--- src/rtl/uvmt_cv32e40s_base_test_pkg.sv ---
// rtl/uvmt_cv32e40s_base_test_pkg.sv - shared PMA status and OBI tracker types
package uvmt_cv32e40s_base_test_pkg;

  typedef struct packed {
    logic main;
    logic bufferable;
    logic cacheable;
    logic integrity;
    logic allow;
  } pma_status_t;

  typedef struct packed {
    logic [31:0] addr;
    pma_status_t status;
    logic [1:0]  memtype;
  } pma_obi_entry_t;

  localparam int PMA_OBI_MAX_OUTSTANDING_LIMIT = 4;

  typedef enum logic {
    PMA_OBI_IDLE     = 1'b0,
    PMA_OBI_WAIT_GNT = 1'b1
  } pma_obi_phase_e;

endpackage

--- src/rtl/uvmt_cv32e40s_pma_obi_fifo.sv ---
// rtl/uvmt_cv32e40s_pma_obi_fifo.sv - circular sync FIFO that drops pushes when full
module uvmt_cv32e40s_pma_obi_fifo #(
  parameter int DEPTH = 2,
  parameter int WIDTH = 8
) (
  input  logic                         i_clk,
  input  logic                         i_rst_n,
  input  logic                         i_push,
  input  logic [WIDTH-1:0]             i_wdata,
  input  logic                         i_pop,
  output logic [WIDTH-1:0]             o_rdata,
  output logic                         o_full,
  output logic                         o_empty,
  output logic [$clog2(DEPTH+1)-1:0]   o_count,
  output logic                         o_drop
);

  localparam int PTR_W = (DEPTH > 1) ? $clog2(DEPTH) : 1;
  localparam int CNT_W = $clog2(DEPTH + 1);

  logic [WIDTH-1:0] r_mem [DEPTH];
  logic [PTR_W-1:0] r_wr_ptr;
  logic [PTR_W-1:0] r_rd_ptr;
  logic [CNT_W-1:0] r_count;
  logic             w_push;
  logic             w_pop;

  function automatic logic [PTR_W-1:0] next_ptr(input logic [PTR_W-1:0] p);
    return (p == PTR_W'(DEPTH - 1)) ? '0 : p + 1'b1;
  endfunction

  assign o_full  = (r_count == CNT_W'(DEPTH));
  assign o_empty = (r_count == '0);
  assign o_count = r_count;
  assign o_rdata = r_mem[r_rd_ptr];

  // A pop in the same cycle frees the head slot, so a push to a full FIFO still lands.
  assign w_pop  = i_pop && !o_empty;
  assign w_push = i_push && (!o_full || w_pop);
  assign o_drop = i_push && !w_push;

  always_ff @(posedge i_clk or negedge i_rst_n) begin
    if (!i_rst_n) begin
      r_wr_ptr <= '0;
      r_rd_ptr <= '0;
      r_count  <= '0;
    end else begin
      if (w_push) r_wr_ptr <= next_ptr(r_wr_ptr);
      if (w_pop)  r_rd_ptr <= next_ptr(r_rd_ptr);
      case ({w_push, w_pop})
        2'b10:   r_count <= r_count + 1'b1;
        2'b01:   r_count <= r_count - 1'b1;
        default: r_count <= r_count;
      endcase
    end
  end

  always_ff @(posedge i_clk) begin
    if (w_push) r_mem[r_wr_ptr] <= i_wdata;
  end

endmodule

--- src/rtl/uvmt_cv32e40s_pma_obi_tracker.sv ---
// rtl/uvmt_cv32e40s_pma_obi_tracker.sv - per-transaction PMA status tracker and OBI checks
module uvmt_cv32e40s_pma_obi_tracker
  import uvmt_cv32e40s_base_test_pkg::*;
#(
  parameter int MAX_OUTSTANDING = 2,
  parameter bit IS_INSTR_SIDE   = 1'b0
) (
  input  logic        clk,
  input  logic        rst_n,
  input  logic        obi_req,
  input  logic        obi_gnt,
  input  logic [31:0] obi_addr,
  input  logic [1:0]  obi_memtype,
  input  logic        obi_rvalid,
  input  logic        obi_err,
  input  pma_status_t pma_status_i,
  output logic        rsp_valid_o,
  output pma_status_t rsp_status_o,
  output logic [31:0] rsp_addr_o,
  output logic [2:0]  outstanding_o,
  output logic        err_overflow_o,
  output logic        err_underflow_o,
  output logic        err_unstable_o,
  output logic        err_disallowed_o,
  output logic        err_memtype_o
);

  localparam int CNT_W = $clog2(MAX_OUTSTANDING + 1);

  pma_obi_phase_e r_state;
  pma_obi_phase_e w_state_nxt;
  logic [31:0]    r_lat_addr;
  logic [1:0]     r_lat_memtype;
  logic           w_lat_load;
  logic           w_unstable;

  logic           w_accept;
  logic           w_full;
  logic           w_empty;
  logic           w_drop;
  logic [CNT_W-1:0] w_count;
  pma_obi_entry_t w_wentry;
  pma_obi_entry_t w_head;
  logic           w_underflow;
  logic           w_disallowed;
  logic           w_memtype_bad;
  logic           w_unused;

  assign w_accept = obi_req && obi_gnt;
  assign w_wentry = '{addr: obi_addr, status: pma_status_i, memtype: obi_memtype};

  uvmt_cv32e40s_pma_obi_fifo #(
    .DEPTH (MAX_OUTSTANDING),
    .WIDTH ($bits(pma_obi_entry_t))
  ) u_fifo (
    .i_clk   (clk),
    .i_rst_n (rst_n),
    .i_push  (w_accept),
    .i_wdata (w_wentry),
    .i_pop   (obi_rvalid),
    .o_rdata (w_head),
    .o_full  (w_full),
    .o_empty (w_empty),
    .o_count (w_count),
    .o_drop  (w_drop)
  );

  assign rsp_valid_o   = obi_rvalid && !w_empty;
  assign rsp_status_o  = w_empty ? '0 : w_head.status;
  assign rsp_addr_o    = w_empty ? '0 : w_head.addr;
  assign outstanding_o = 3'(w_count);

  // Response error and stored memtype don't affect tracking; full is implied by drop.
  assign w_unused = ^{obi_err, w_full, w_head.memtype};

  always_comb begin
    w_state_nxt = r_state;
    w_lat_load  = 1'b0;
    w_unstable  = 1'b0;
    case (r_state)
      PMA_OBI_IDLE: begin
        if (obi_req && !obi_gnt) begin
          w_state_nxt = PMA_OBI_WAIT_GNT;
          w_lat_load  = 1'b1;
        end
      end
      PMA_OBI_WAIT_GNT: begin
        if (!obi_req) begin
          w_state_nxt = PMA_OBI_IDLE;
          w_unstable  = 1'b1;
        end else if (obi_addr != r_lat_addr || obi_memtype != r_lat_memtype) begin
          w_unstable = 1'b1;
          if (obi_gnt) begin
            w_state_nxt = PMA_OBI_IDLE;
          end else begin
            w_lat_load = 1'b1;
          end
        end else if (obi_gnt) begin
          w_state_nxt = PMA_OBI_IDLE;
        end
      end
      default: w_state_nxt = PMA_OBI_IDLE;
    endcase
  end

  always_ff @(posedge clk or negedge rst_n) begin
    if (!rst_n) begin
      r_state       <= PMA_OBI_IDLE;
      r_lat_addr    <= '0;
      r_lat_memtype <= '0;
    end else begin
      r_state <= w_state_nxt;
      if (w_lat_load) begin
        r_lat_addr    <= obi_addr;
        r_lat_memtype <= obi_memtype;
      end
    end
  end

  assign w_underflow   = obi_rvalid && w_empty;
  assign w_disallowed  = w_accept && !pma_status_i.allow;
  assign w_memtype_bad = w_accept &&
                         ((obi_memtype[1] != pma_status_i.cacheable) ||
                          (obi_memtype[0] != pma_status_i.bufferable) ||
                          (IS_INSTR_SIDE && obi_memtype[0]));

  always_ff @(posedge clk or negedge rst_n) begin
    if (!rst_n) begin
      err_overflow_o   <= 1'b0;
      err_underflow_o  <= 1'b0;
      err_unstable_o   <= 1'b0;
      err_disallowed_o <= 1'b0;
      err_memtype_o    <= 1'b0;
    end else begin
      err_overflow_o   <= w_drop;
      err_underflow_o  <= w_underflow;
      err_unstable_o   <= w_unstable;
      err_disallowed_o <= w_disallowed;
      err_memtype_o    <= w_memtype_bad;
    end
  end

endmodule

--- config.mk ---
export PLATFORM = sky130hd
export DESIGN_NAME = uvmt_cv32e40s_pma_obi_tracker
export DESIGN_NICKNAME = d
export VERILOG_FILES = /design/src/rtl/uvmt_cv32e40s_base_test_pkg.sv /design/src/rtl/uvmt_cv32e40s_pma_obi_fifo.sv /design/src/rtl/uvmt_cv32e40s_pma_obi_tracker.sv
export SDC_FILE = /design/constraint.sdc
export NUM_CORES = 1
export LEC_CHECK = 0
export BUFFER_PORTS_ARGS = -buffer_cell sky130_fd_sc_hd__buf_2
export CORE_MARGIN = 3
export CORE_UTILIZATION = 52
export CTS_BUF_LIST = sky130_fd_sc_hd__clkbuf_2
export DETAILED_ROUTE_END_ITERATION = 10
export PLACE_DENSITY = 0.76
export SYNTH_ARGS = -nofsm -noshare
export SYNTH_HDL_FRONTEND = slang
export SYNTH_SLANG_ARGS = --single-unit
export TNS_END_PERCENT = 10
--- constraint.sdc ---
create_clock -name clk -period 2.8 [get_ports clk]
set_clock_uncertainty 0.1 [all_clocks]
set_input_delay 0.56 -clock clk [delete_from_list [all_inputs] [get_ports clk]]
set_output_delay 0.56 -clock clk [all_outputs]
set_load 0.01 [all_outputs]
== Yosys cells after proc, flatten, opt, wreduce, memory -nomap -nowiden ==
Memory sizes are Yosys's and may differ from the RTL's.
Cells that the tools add are included.
Storage, ports and cells
  bits in read-only memories: 0
  memories: 1
  register bits: 44
  logic and storage cells: 59
  input port bits: 45
  RAM bits: 78
  bits in latches: 0
  output and inout port bits: 46
Memory list
  u_fifo.r_mem: words 2, bits a word 39, read ports 1, clocked after memory_dff 0, write ports 1, line uvmt_cv32e40s_pma_obi_fifo.sv:21  | logic [WIDTH-1:0] r_mem [DEPTH];
Cells by class
  add/subtract/negate cells: 4
  multiply operators: 0
  muxes and demuxes: 17
  eq/ne operators: 7
  bitwise logic cells: 1
  reduce and logical (&&, ||, !) cells: 18
  order comparisons: 0
  div/mod/pow operators: 0
  shifts and indexed selects: 0
Operators by type and width (count)
  $mux 32: 1
  $ne 32x32->1: 1
  $mux 1: 12
  $logic_and 1x1->1: 8
  $logic_not 1->1: 5
  $mux 5: 1
  $eq 2x2->1 const B: 2
  $pmux 1 s2: 2
  $pmux 2 s2: 1
  $logic_or 1x1->1: 3
  $add 1x1->1 const B: 2
  $add 2x1->2 const B: 1
  $eq 2x1->1 const B: 1
  $logic_not 2->1: 1
  $ne 1x1->1: 2
  $ne 2x2->1: 1
  $reduce_bool 2->1: 1
  $sub 2x1->2 const B: 1
  $not 1->1: 1

== Depth between registers and ports, before layout ==
Gate-level depths: netlist (run 1).
  depth in word-level cells: 7
  depth in mapped cells: 7
  depth with buffers taken out: 7

== By module ==
From an unflattened synthesis (run 1), not the netlist that was laid out.
Second synthesis, totals
  cells, all modules: 325
  area, all modules: 5287.6 um2
Modules (own cells, without submodules)
  uvmt_cv32e40s_pma_obi_fifo: sequential area each 2442.3 um2, cells an instance 147, times used 1, area each 3032.9 um2
  uvmt_cv32e40s_pma_obi_tracker: sequential area each 1001.0 um2, cells an instance 178, times used 1, area each 2254.7 um2

== Worst setup path after synthesis (run 1) ==
Ideal clock, no wire load.
  path type: input to register
  start point: input port obi_rvalid
  end point: memory u_fifo.r_mem[0][10] (netlist name), enable pin
  path slack: -0.140 ns
  path buffers: 0
  arrival: 2.409 ns
  library setup time: 0.431 ns
  stages: 4
  data required time: 2.269 ns
  cell sequence: nor2_1 nand2_1 nand3_1 nor2_1
Between the ends
  longest elaborated chain between the ends: 5
RTL lines
  start, declared: line uvmt_cv32e40s_pma_obi_tracker.sv:14  | input logic obi_rvalid,
  $logic_and 1x1->1: line uvmt_cv32e40s_pma_obi_fifo.sv:38  | assign w_pop = i_pop && !o_empty;
  $logic_or 1x1->1: line uvmt_cv32e40s_pma_obi_fifo.sv:39  | assign w_push = i_push && (!o_full || w_pop);
  $logic_and 1x1->1: line uvmt_cv32e40s_pma_obi_fifo.sv:39
  $mux 1: line uvmt_cv32e40s_pma_obi_fifo.sv:59  | if (w_push) r_mem[r_wr_ptr] <= i_wdata;
  $mux 1 (implied by the code): line uvmt_cv32e40s_pma_obi_fifo.sv:59
  end, declared: line uvmt_cv32e40s_pma_obi_fifo.sv:21
Every way passes these cells.

== Final worst setup path (run 1) ==
  start point: register u_fifo.r_count[0], in the netlist u_fifo.o_count[0]
  end point: output port rsp_valid_o
Between the ends
  longest elaborated chain between the ends: 3
RTL lines
  start, declared: line uvmt_cv32e40s_pma_obi_fifo.sv:24  | logic [CNT_W-1:0] r_count;
  start signal, assigned: line uvmt_cv32e40s_pma_obi_fifo.sv:51  | 2'b10: r_count <= r_count + 1'b1;
  start signal, assigned: line uvmt_cv32e40s_pma_obi_fifo.sv:52  | 2'b01: r_count <= r_count - 1'b1;
  start signal, assigned: line uvmt_cv32e40s_pma_obi_fifo.sv:53  | default: r_count <= r_count;
  $logic_not 2->1: line uvmt_cv32e40s_pma_obi_fifo.sv:33  | assign o_empty = (r_count == '0);
  $logic_not 1->1: line uvmt_cv32e40s_pma_obi_tracker.sv:68  | assign rsp_valid_o = obi_rvalid && !w_empty;
  $logic_and 1x1->1: line uvmt_cv32e40s_pma_obi_tracker.sv:68
  end, declared: line uvmt_cv32e40s_pma_obi_tracker.sv:17  | output logic rsp_valid_o,
Every way passes these cells.

==> impl_metrics.env, run 1 <==
export IMPL_top_layer_used="met4"
export IMPL_fillers=694
export IMPL_syn_inst=313
export IMPL_drtIter0Drc=95
export IMPL_utilization_pct=67.76
export IMPL_dr_wl_met2_um=4745
export IMPL_drtAntennaViolNets=0
export IMPL_finalSetupViolations=0
export IMPL_row_count=35
export IMPL_yosysWarnings=0
export IMPL_async_flop_share_pct=37.29
export IMPL_drt_wl_total_um=9342
export IMPL_synth_cell_types=28
export IMPL_clk_pin_slew_ps=170
export IMPL_area_growth_pct=26.24
export IMPL_drc=0
export IMPL_hold_viol=0
export IMPL_power_mw=5.193
export IMPL_crit_arrival_ps=1930
export IMPL_fin_area_um2=6291
export IMPL_start_kind="flop"
export IMPL_cts_sinks=118
export IMPL_first_global_vias=3110
export IMPL_critPathRequiredTime_ps=2140
export IMPL_place_area_um2=5595
export IMPL_status="finished, final reports clean"
export IMPL_cts_root_buf="clkbuf_2"
export IMPL_nets=501
export IMPL_grt_first_pass_wirelength_um=15450
export IMPL_synth_seq_area_share_pct=66.68
export IMPL_cts_htree_levels=4
export IMPL_ios=91
export IMPL_placed_cells=525
export IMPL_cap_viol_max_count=0
export IMPL_numCtsBuffers=17
export IMPL_die_h_um=103.9
export IMPL_track_usage_pct=18.33
export IMPL_synth_area_um2=4984
export IMPL_max_slew_margin_rel_pct=33.92
export IMPL_die_x_um=103.9
export IMPL_syn_nets=359
export IMPL_final_common_cell="buf_2"
export IMPL_dieArea_um2=10790
export IMPL_start_util_pct=53.68
export IMPL_grt_max_degree=45
export IMPL_clockBufferDepth=2
export IMPL_antenna_found_initial=0
export IMPL_dr_total_vias=2912
export IMPL_fin_cells=597
export IMPL_yosys_register_bits=118
export IMPL_n_antenna_cell=0
export IMPL_met3WireLength_um=455
export IMPL_drive_gt1_share_pct=35.90
export IMPL_hp_class="primary input to flop"
export IMPL_io_buffers=88
export IMPL_p_leak_nw=2.701
export IMPL_synth_edff_count=74
export IMPL_powerDensity_nw_per_um2=825.5
export IMPL_crit_path_max_fanout=25
export IMPL_gp_congestion=0.7281
export IMPL_clock_latency_ps=640
export IMPL_tightest_slew_ps=991.2
export IMPL_final_cell_mix="buf_2, edfxtp_1, dfrtp_1"
export IMPL_slew_viol_final=0
export IMPL_syn_avg_cell_area_um2=15.92
export IMPL_critPathKind="flop to output pin"
export IMPL_detail_route_vias_per_cell=4.878
export IMPL_min_period_over_period_pct=92.38
export IMPL_timing_final_crit_period_ps=2587
export IMPL_firstDrtPassIters=4
export IMPL_core_area_um2=9284
export IMPL_cts_tree="built"
export IMPL_max_clock_freq_mhz=386.6
export IMPL_synth_flop_cell="edfxtp_1"
export IMPL_place_hpwl_um=6010
export IMPL_grt_ovfl_total=0
export IMPL_wl_met1_um=4049
export IMPL_rsz0062_at_grt="false"
export IMPL_wl_per_cell_um=15.65
export IMPL_r2r_slack_ps=450
export IMPL_ir_drop_v=0.0004436
export IMPL_holdWs_ps=75.56
export IMPL_endpoint_kind="output pin"
==> synth_stat cells, types with 2 or more instances <==
| cell | number | area [µm²] |
|---|---|---|
| edfxtp_1 | 74 | 2222 |
| xor2_1 | 2 | 17.52 |
| xnor2_1 | 39 | 341.6 |
| nor2_1 | 45 | 168.9 |
| buf_12 | 3 | 60.06 |
| dfrtp_1 | 44 | 1101 |
| inv_1 | 3 | 11.26 |
| nand4_1 | 8 | 50.05 |
| nand2_1 | 3 | 11.26 |
| mux2i_1 | 37 | 370.4 |
| clkbuf_1 | 4 | 15.01 |
| mux2_2 | 4 | 45.04 |
| buf_2 | 3 | 15.01 |
| mux2_4 | 30 | 450.4 |
==> critical path, stage by stage, from the launching register on <==
cell     delay [ps]
dfrtp_1         500
nor2_4          340
buf_12          220
nor2b_1         100
buf_2           150
==> logic make-up after synthesis <==
family	Yosys count	share of synthesized area [%]
AO/OA/AOI/OAI	3	0.4770
XOR/XNOR	41	7.206
adder cells (fa/ha/maj)	1	0.2510
buffers and inverters	16	2.485
flip-flops	118	66.68
multiplexers	71	17.37
other	1	0.07525
AND/OR/NAND/NOR	62	5.448
==> stage by stage <==
stage	TNS, ps	setup WS, ps
4_1_cts	0	50.24
5_1_grt	0	12.66
3_3_place_gp	0	258.0
3_5_place_dp	0	189.6
6_report	0	213.4
2_1_floorplan	-10390	-140.5
==> registers in the layout, indices dropped and copies added, names as in the netlist <==
register / cells
r_state: 1
err_unstable_o: 1
r_lat_memtype: 2
err_underflow_o: 1
u_fifo.r_rd_ptr: 1
u_fifo.o_count: 2
u_fifo.r_wr_ptr: 1
err_memtype_o: 1
u_fifo.r_mem: 74
err_overflow_o: 1
r_lat_addr: 32
err_disallowed_o: 1
==> what timing repair did <==
item                                    in CTS  in global routing
gates cloned                                 0                  0
setup buffers                                0                  2
endpoints found under the setup margin       4                  4
hold buffers                                25                 13
pin swaps                                    0                  1
gates resized for setup                      1                  0
endpoints found under the hold margin       88                 24
==> report_power, final <==
| part | switching, mW | internal (mW) | leakage [nW] |
|---|---|---|---|
| sequential | 0.137 | 2.11 | 1.20 |
| clock | 0.625 | 0.672 | 0.165 |
| combinational | 0.863 | 0.784 | 1.33 |
==> path summary, 6_finish.rpt <==
kind | startpoint | end | cells past startpoint
worst max-delay path | u_fifo.o_count[0] | rsp_valid_o | 4
min in group asynchronous | rst_n | r_lat_addr[9] | 2
worst min-delay path | obi_req | err_unstable_o | 2
worst max register to register | r_lat_addr[31] | r_lat_addr[24] | 6
worst min register to register | r_state | err_unstable_o | 2
max in group asynchronous | rst_n | u_fifo.r_rd_ptr | 2
==> final cells by class <==
class	count	area (µm²)	area share [%]
repair buffers	136	933.4	14.84
clock inverters	14	207.7	3.302
inverters	3	11.26	0.1790
flip-flops and latches	118	3327	52.88
multi-input cells	179	1560	24.80
clock buffers	18	90.09	1.432
well taps	129	161.4	2.566
==> metal layers <==
metal	vias up	global-route usage, %
li1	1407	-
met1	1418	23.19
met2	75	30.13
met3	12	5.897
met4	0	5.983
met5	-	0
Power figures use the tool's default switching activity.
==> run 2, diff against run 1 <==
CORE_MARGIN = 4   (was 3)
SYNTH_HIERARCHICAL = 1   (was default)
==> run 2 against run 1 <==
  * Global-route usage up 0.49 points
  * Worst setup slack got worse by 33 ps
  * Die area up 6.9%
  * Critical endpoint is now rsp_addr_o[28]
  * Largest cell class unchanged
  * Largest power group unchanged
==> impl_metrics.env, run 2 <==
export IMPL_row_count=36
export IMPL_fin_area_um2=6412
export IMPL_clockBufferDepth=2
export IMPL_final_cell_mix="buf_2, edfxtp_1, dfrtp_1"
export IMPL_ir_drop_v=0.0003666
export IMPL_syn_nets=363
export IMPL_largest_reg_flops=74
export IMPL_die_x_um=107.4
export IMPL_detail_route_vias_per_cell=4.974
export IMPL_fin_cells=609
export IMPL_min_period_over_period_pct=93.55
export IMPL_cap_viol_max_count=0
export IMPL_start_util_pct=53.09
export IMPL_max_slew_margin_rel_pct=52.11
export IMPL_critPathKind="flop to output pin"
export IMPL_drt_wl_total_um=10160
export IMPL_n_antenna_cell=0
export IMPL_start_kind="flop"
export IMPL_syn_inst=318
export IMPL_rsz0062_at_grt="false"
export IMPL_ios=91
export IMPL_timing_final_crit_period_ps=2619
export IMPL_max_clock_freq_mhz=381.8
export IMPL_cts_sinks=118
export IMPL_status="finished, final reports clean"
export IMPL_dieArea_um2=11540
export IMPL_grt_first_pass_wirelength_um=16280
export IMPL_die_h_um=107.4
export IMPL_firstDrtPassIters=4
export IMPL_hp_class="primary input to flop"
export IMPL_ff_latch_area_um2=3327
export IMPL_drtIter0Drc=82
export IMPL_nets=508
export IMPL_cp_cell_sequence="buf_12 -> mux2_1 -> nor2b_1 -> buf_2"
export IMPL_multiInputGateArea_um2=1735
export IMPL_slowest_stage="dfrtp_4"
export IMPL_syn_avg_cell_area_um2=16.17
export IMPL_drtAntennaViolNets=0
export IMPL_crit_arrival_ps=1960
export IMPL_io_buffers=88
export IMPL_place_area_um2=5783
export IMPL_tightest_slew_ps=718.3
export IMPL_cts_tree="built"
export IMPL_grt_ovfl_total=0
export IMPL_dr_total_vias=3029
export IMPL_placed_cells=535
export IMPL_finalSetupViolations=0
export IMPL_synth_area_um2=5141
export IMPL_cts_htree_levels=4
export IMPL_critPathLaunch="u_fifo/r_rd_ptr"
export IMPL_critPathRequiredTime_ps=2140
export IMPL_slew_viol_final=0
export IMPL_min_from="obi_rvalid"
export IMPL_track_usage_pct=18.82
export IMPL_largest_register="u_fifo/r_mem"
export IMPL_largestRegisters="u_fifo/r_mem: 74 flops, r_lat_addr: 32 flops"
export IMPL_grt_max_degree=35
export IMPL_cp_top_family="flip-flops"
export IMPL_endpoint_kind="output pin"
export IMPL_powerDensity_nw_per_um2=760.6
export IMPL_gp_congestion=0.7517
export IMPL_first_global_vias=3254
export IMPL_cp_slowest_stage_delay_ps=520
export IMPL_clk_pin_slew_ps=160
export IMPL_wl_per_cell_um=16.68
export IMPL_area_growth_pct=24.73
export IMPL_cts_root_buf="clkbuf_2"
export IMPL_yosysWarnings=6
export IMPL_path_buf_inv=2
export IMPL_hold_viol=0
export IMPL_clock_latency_ps=630
export IMPL_numCtsBuffers=17
export IMPL_final_common_cell="buf_2"
export IMPL_place_hpwl_um=6556
export IMPL_fillers=744
export IMPL_p_leak_nw=2.597
export IMPL_antenna_found_initial=0
export IMPL_drive_gt1_share_pct=38.24
export IMPL_crit_path_max_fanout=25
export IMPL_timing_rr_start="r_lat_addr[2]"
export IMPL_core_area_um2=9684
export IMPL_drc=0
## run 2: final cells by class
| cell class | instances | area share, % |
|---|---|---|
| flip-flops and latches | 118 | 51.88 |
| multi-input cells | 183 | 27.06 |
| repair buffers | 138 | 14.95 |
| well taps | 133 | 2.595 |
| clock inverters | 14 | 1.815 |
| clock buffers | 18 | 1.405 |
| inverters | 5 | 0.2927 |
## run 2: what timing repair did
action                     CTS  global route
setup endpoints to repair   37            24
setup buffers                1             2
gates resized for setup      3             0
hold buffers                39             0
hold endpoints to repair   105             0
pin swaps                    1             1
## run 2: per-layer routing
layer | wire length (µm) | part of all wire [%] | global-route usage (%) | vias to the layer above
met2 | 5081 | 50 | 31.50 | 83
met4 | 131 | 1.3 | 6.402 | 0
li1 | - | - | - | 1437
met5 | 0 | 0 | 0 | -
met1 | 4465 | 44 | 23.36 | 1497
met3 | 481 | 4.7 | 5.699 | 12
## run 2: worst paths after layout
check / end / slack (ps) / depth (start not counted)
max: rsp_addr_o[28] / 180 / 4
max reg2reg: r_lat_addr[4] / 480 / 6
min: err_underflow_o / 110 / 2
min in group asynchronous: err_underflow_o / 390 / 2
max in group asynchronous: r_lat_addr[16] / 1520 / 3
min reg2reg: r_lat_addr[17] / 460 / 1
## run 2: where the power goes
group          total, mW  switching, mW  internal, mW
clock              0.987          0.599         0.387
combinational       1.66          0.829         0.835
sequential          2.23          0.128          2.10
total               4.88           1.56          3.32
## run 2: per-stage QoR
step	utilization (%)	hold slack, ps	TNS, ps	power [mW]	worst slack [ps]
floorplan	-	164.4	-7853	3.254	-106.1
detailed placement	59.72	415.4	0	3.857	198.3
global route	66.21	26.40	0	5.167	46.78
finish	66.21	111.2	0	4.877	180.5
CTS	66.06	27.57	0	4.926	7.091
global placement	59.72	411.3	0	3.802	351.8
==> run 3, diff against run 2 <==
clock period = 2.4 ns   (was 2.8 ns; I/O delays follow)
==> run 3 against run 2 <==
  * The run now ends with negative setup slack left
  * Non-clock buffer count increased by 9
  * Die area stayed put
  * Sequential share of layout area decreased by 2.1 points
  * First-iteration DRC count rose by 34%
  * Clock power grew 28%
  * Combinational power increased by 35%
  * Sequential cell count did not move
  * Critical path depth unchanged
  * Final cell count rose by 1.5%
  * Critical path type unchanged
  * Via count increased by 1.6%
  * Count of clock-buffer cells in the layout rose by 1
  * Critical endpoint is now rsp_addr_o[18]
  * Register-to-register slack got worse by 270 ps
==> impl_metrics.env, run 3 (same netlist as run 2, synthesis figures left out) <==
export IMPL_ir_drop_v=0.0005451
export IMPL_setup_ws_ps=-145.7
export IMPL_drtAntennaViolNets=0
export IMPL_die_h_um=107.4
export IMPL_wl_per_cell_um=16.71
export IMPL_numCtsBuffers=17
export IMPL_cp_top_family="flip-flops"
export IMPL_p_leak_nw=2.771
export IMPL_finalSetupViolations=37
export IMPL_crit_arrival_ps=1970
export IMPL_met1_usage_pct=23.71
export IMPL_cap_viol_max_count=0
export IMPL_r2r_slack_ps=210
export IMPL_fillers=701
export IMPL_antenna_found_initial=0
export IMPL_sw_frac_of_total_pct=30.76
export IMPL_timing_final_crit_period_ps=2546
export IMPL_place_hpwl_um=6410
export IMPL_drtIter0Drc=110
export IMPL_grt_first_pass_wirelength_um=16300
export IMPL_clock_latency_ps=620
export IMPL_ios=91
export IMPL_powerDensity_nw_per_um2=917.9
export IMPL_drc=0
export IMPL_use_met2_pct=30.56
export IMPL_min_period_over_period_pct=106.1
export IMPL_cts_sinks=118
export IMPL_rsz0062_at_grt="true"
export IMPL_timing_rr_end="r_lat_addr[11]"
export IMPL_power_mw=6.135
export IMPL_crit_path_max_fanout=7
export IMPL_dieArea_um2=11540
export IMPL_final_cell_mix="buf_2, edfxtp_1, mux2_4"
export IMPL_n_antenna_cell=0
export IMPL_combPwrFrac_pct=36.6
export IMPL_internal_power_mw=4.248
export IMPL_gp_congestion=0.7398
export IMPL_cts_root_buf="clkbuf_2"
export IMPL_largest_register="u_fifo/r_mem"
export IMPL_io_buffers=88
export IMPL_cp_cell_sequence="clkbuf_16 -> mux2_4 -> nor2b_1 -> buf_2"
export IMPL_start_util_pct=53.09
export IMPL_cts_tree="built"
export IMPL_die_x_um=107.4
export IMPL_cp_slowest_stage_delay_ps=590
export IMPL_nets=517
export IMPL_slowest_stage="dfrtp_4"
export IMPL_hp_class="primary input to asynchronous set/reset pin"
export IMPL_row_count=36
export IMPL_max_slew_margin_rel_pct=63.94
export IMPL_setup_tns_final_ps=-4459
export IMPL_final_common_cell="buf_2"
export IMPL_drt_wl_total_um=10330
export IMPL_dr_total_vias=3076
export IMPL_track_usage_pct=18.80
export IMPL_path_buf_inv=2
export IMPL_r2r_cells=7
export IMPL_status="complete, but fails checks"
export IMPL_slew_viol_final=0
export IMPL_critPathRequiredTime_ps=1820
export IMPL_critPathKind="flop to output pin"
export IMPL_seqPwrFrac_pct=42.9
export IMPL_detail_route_vias_per_cell=4.977
export IMPL_largestRegisters="u_fifo/r_mem: 74 flops, r_lat_addr: 32 flops"
export IMPL_tightest_slew_ps=540.8
export IMPL_hold_viol=0
export IMPL_largest_reg_flops=74
export IMPL_power_switching_mw=1.887
export IMPL_violations="negative setup slack"
export IMPL_start_kind="flop"
export IMPL_first_global_vias=3274
export IMPL_clockPowerShare_pct=20.5
export IMPL_max_clock_freq_mhz=392.8
export IMPL_grt_ovfl_total=0
export IMPL_firstDrtPassIters=4
export IMPL_clk_pin_slew_ps=170
export IMPL_grt_max_degree=27
export IMPL_busiest_layer="met2"
export IMPL_core_area_um2=9684
export IMPL_drive_gt1_share_pct=43.71
export IMPL_endpoint_kind="output pin"
export IMPL_clockBufferDepth=2
export IMPL_timing_rr_start="r_lat_addr[21]"
export IMPL_area_growth_pct=30.01
export IMPL_use_met3_pct=5.819
export IMPL_cts_htree_levels=4
==> run 3: changes by cell type in the layout (fill, tap and decap cells not counted), sizes merged <==
cell         previous run  this run
clkinv                 11         9
clkbuf                 18        20
buf                    99       103
dlygate4sd3            39        43
bufinv                  2         3
==> run 3: final cells by class <==
cell class | count | area [µm²] | area share, %
tap | 133 | 166.4 | 2.490
multi-input combinational | 183 | 1828 | 27.35
inverter | 5 | 18.77 | 0.2808
sequential | 118 | 3329 | 49.81
clock inverter | 13 | 137.6 | 2.059
timing repair buffer | 147 | 1109 | 16.59
clock buffer | 19 | 95.09 | 1.423
==> run 3: worst max-delay path by stage <==
stage | cells past startpoint | from | end
finish | 4 | u_fifo/r_rd_ptr | rsp_addr_o[18]
global route | 4 | u_fifo/r_rd_ptr | rsp_addr_o[12]
CTS | 4 | u_fifo/r_rd_ptr | rsp_addr_o[22]
detailed placement | 8 | obi_addr[21] | r_lat_addr[18]
global placement | 8 | obi_addr[21] | r_lat_addr[25]
floorplan | 4 | obi_gnt | u_fifo/r_mem[1][10]
==> run 3: worst reg2reg max path, cell delays in order, from the launching register on <==
cell and delay [ps]:
dfrtp_1 430, xnor2_1 200, nand4_1 140, nor4_2 320
buf_4 180, a41oi_4 160, buf_12 230, mux2_4 310
==> run 3: repair_timing <==
item / CTS / global route
hold buffers: 41 / 2
endpoints found under the setup margin: 38 / 38
buffers inserted: 2 / 0
resized for setup: 3 / 26
pin swaps: 1 / 1
cloned: 0 / 1
hold endpoints to repair: 132 / 2
==> run 3: per-layer routing <==
| metal | wire length [µm] | vias to the layer above |
|---|---|---|
| met5 | 0 | - |
| met4 | 129 | 0 |
| met3 | 565 | 11 |
| met2 | 5187 | 102 |
| met1 | 4446 | 1518 |
| li1 | - | 1445 |
==> run 3: power by group through the flow <==
stage / clock, mW / sequential (mW) / combinational, mW
4_1_cts: 1.30 / 2.61 / 2.04
5_1_grt: 1.41 / 2.66 / 2.41
3_5_place_dp: 0 / 2.67 / 1.85
2_1_floorplan: 0 / 2.61 / 1.19
6_report: 1.26 / 2.63 / 2.24
3_3_place_gp: 0 / 2.66 / 1.82
==> run 3: metrics by stage <==
| step | utilization [%] | instances | instance area, µm² | worst slack, ps | hold slack (ps) |
|---|---|---|---|---|---|
| 6_report | 69.02 | 618 | 6684 | -145.7 | 238.7 |
| 5_1_grt | 69.02 | 618 | 6684 | -289.1 | 186.0 |
| 4_1_cts | 67.52 | 615 | 6539 | -203.7 | 10.37 |
| 3_5_place_dp | 60.36 | 540 | 5846 | 35.80 | 398.8 |
| 3_3_place_gp | 60.36 | 540 | 5846 | 36.61 | 389.7 |
| 2_1_floorplan | - | 318 | 5141 | -426.1 | 84.41 |
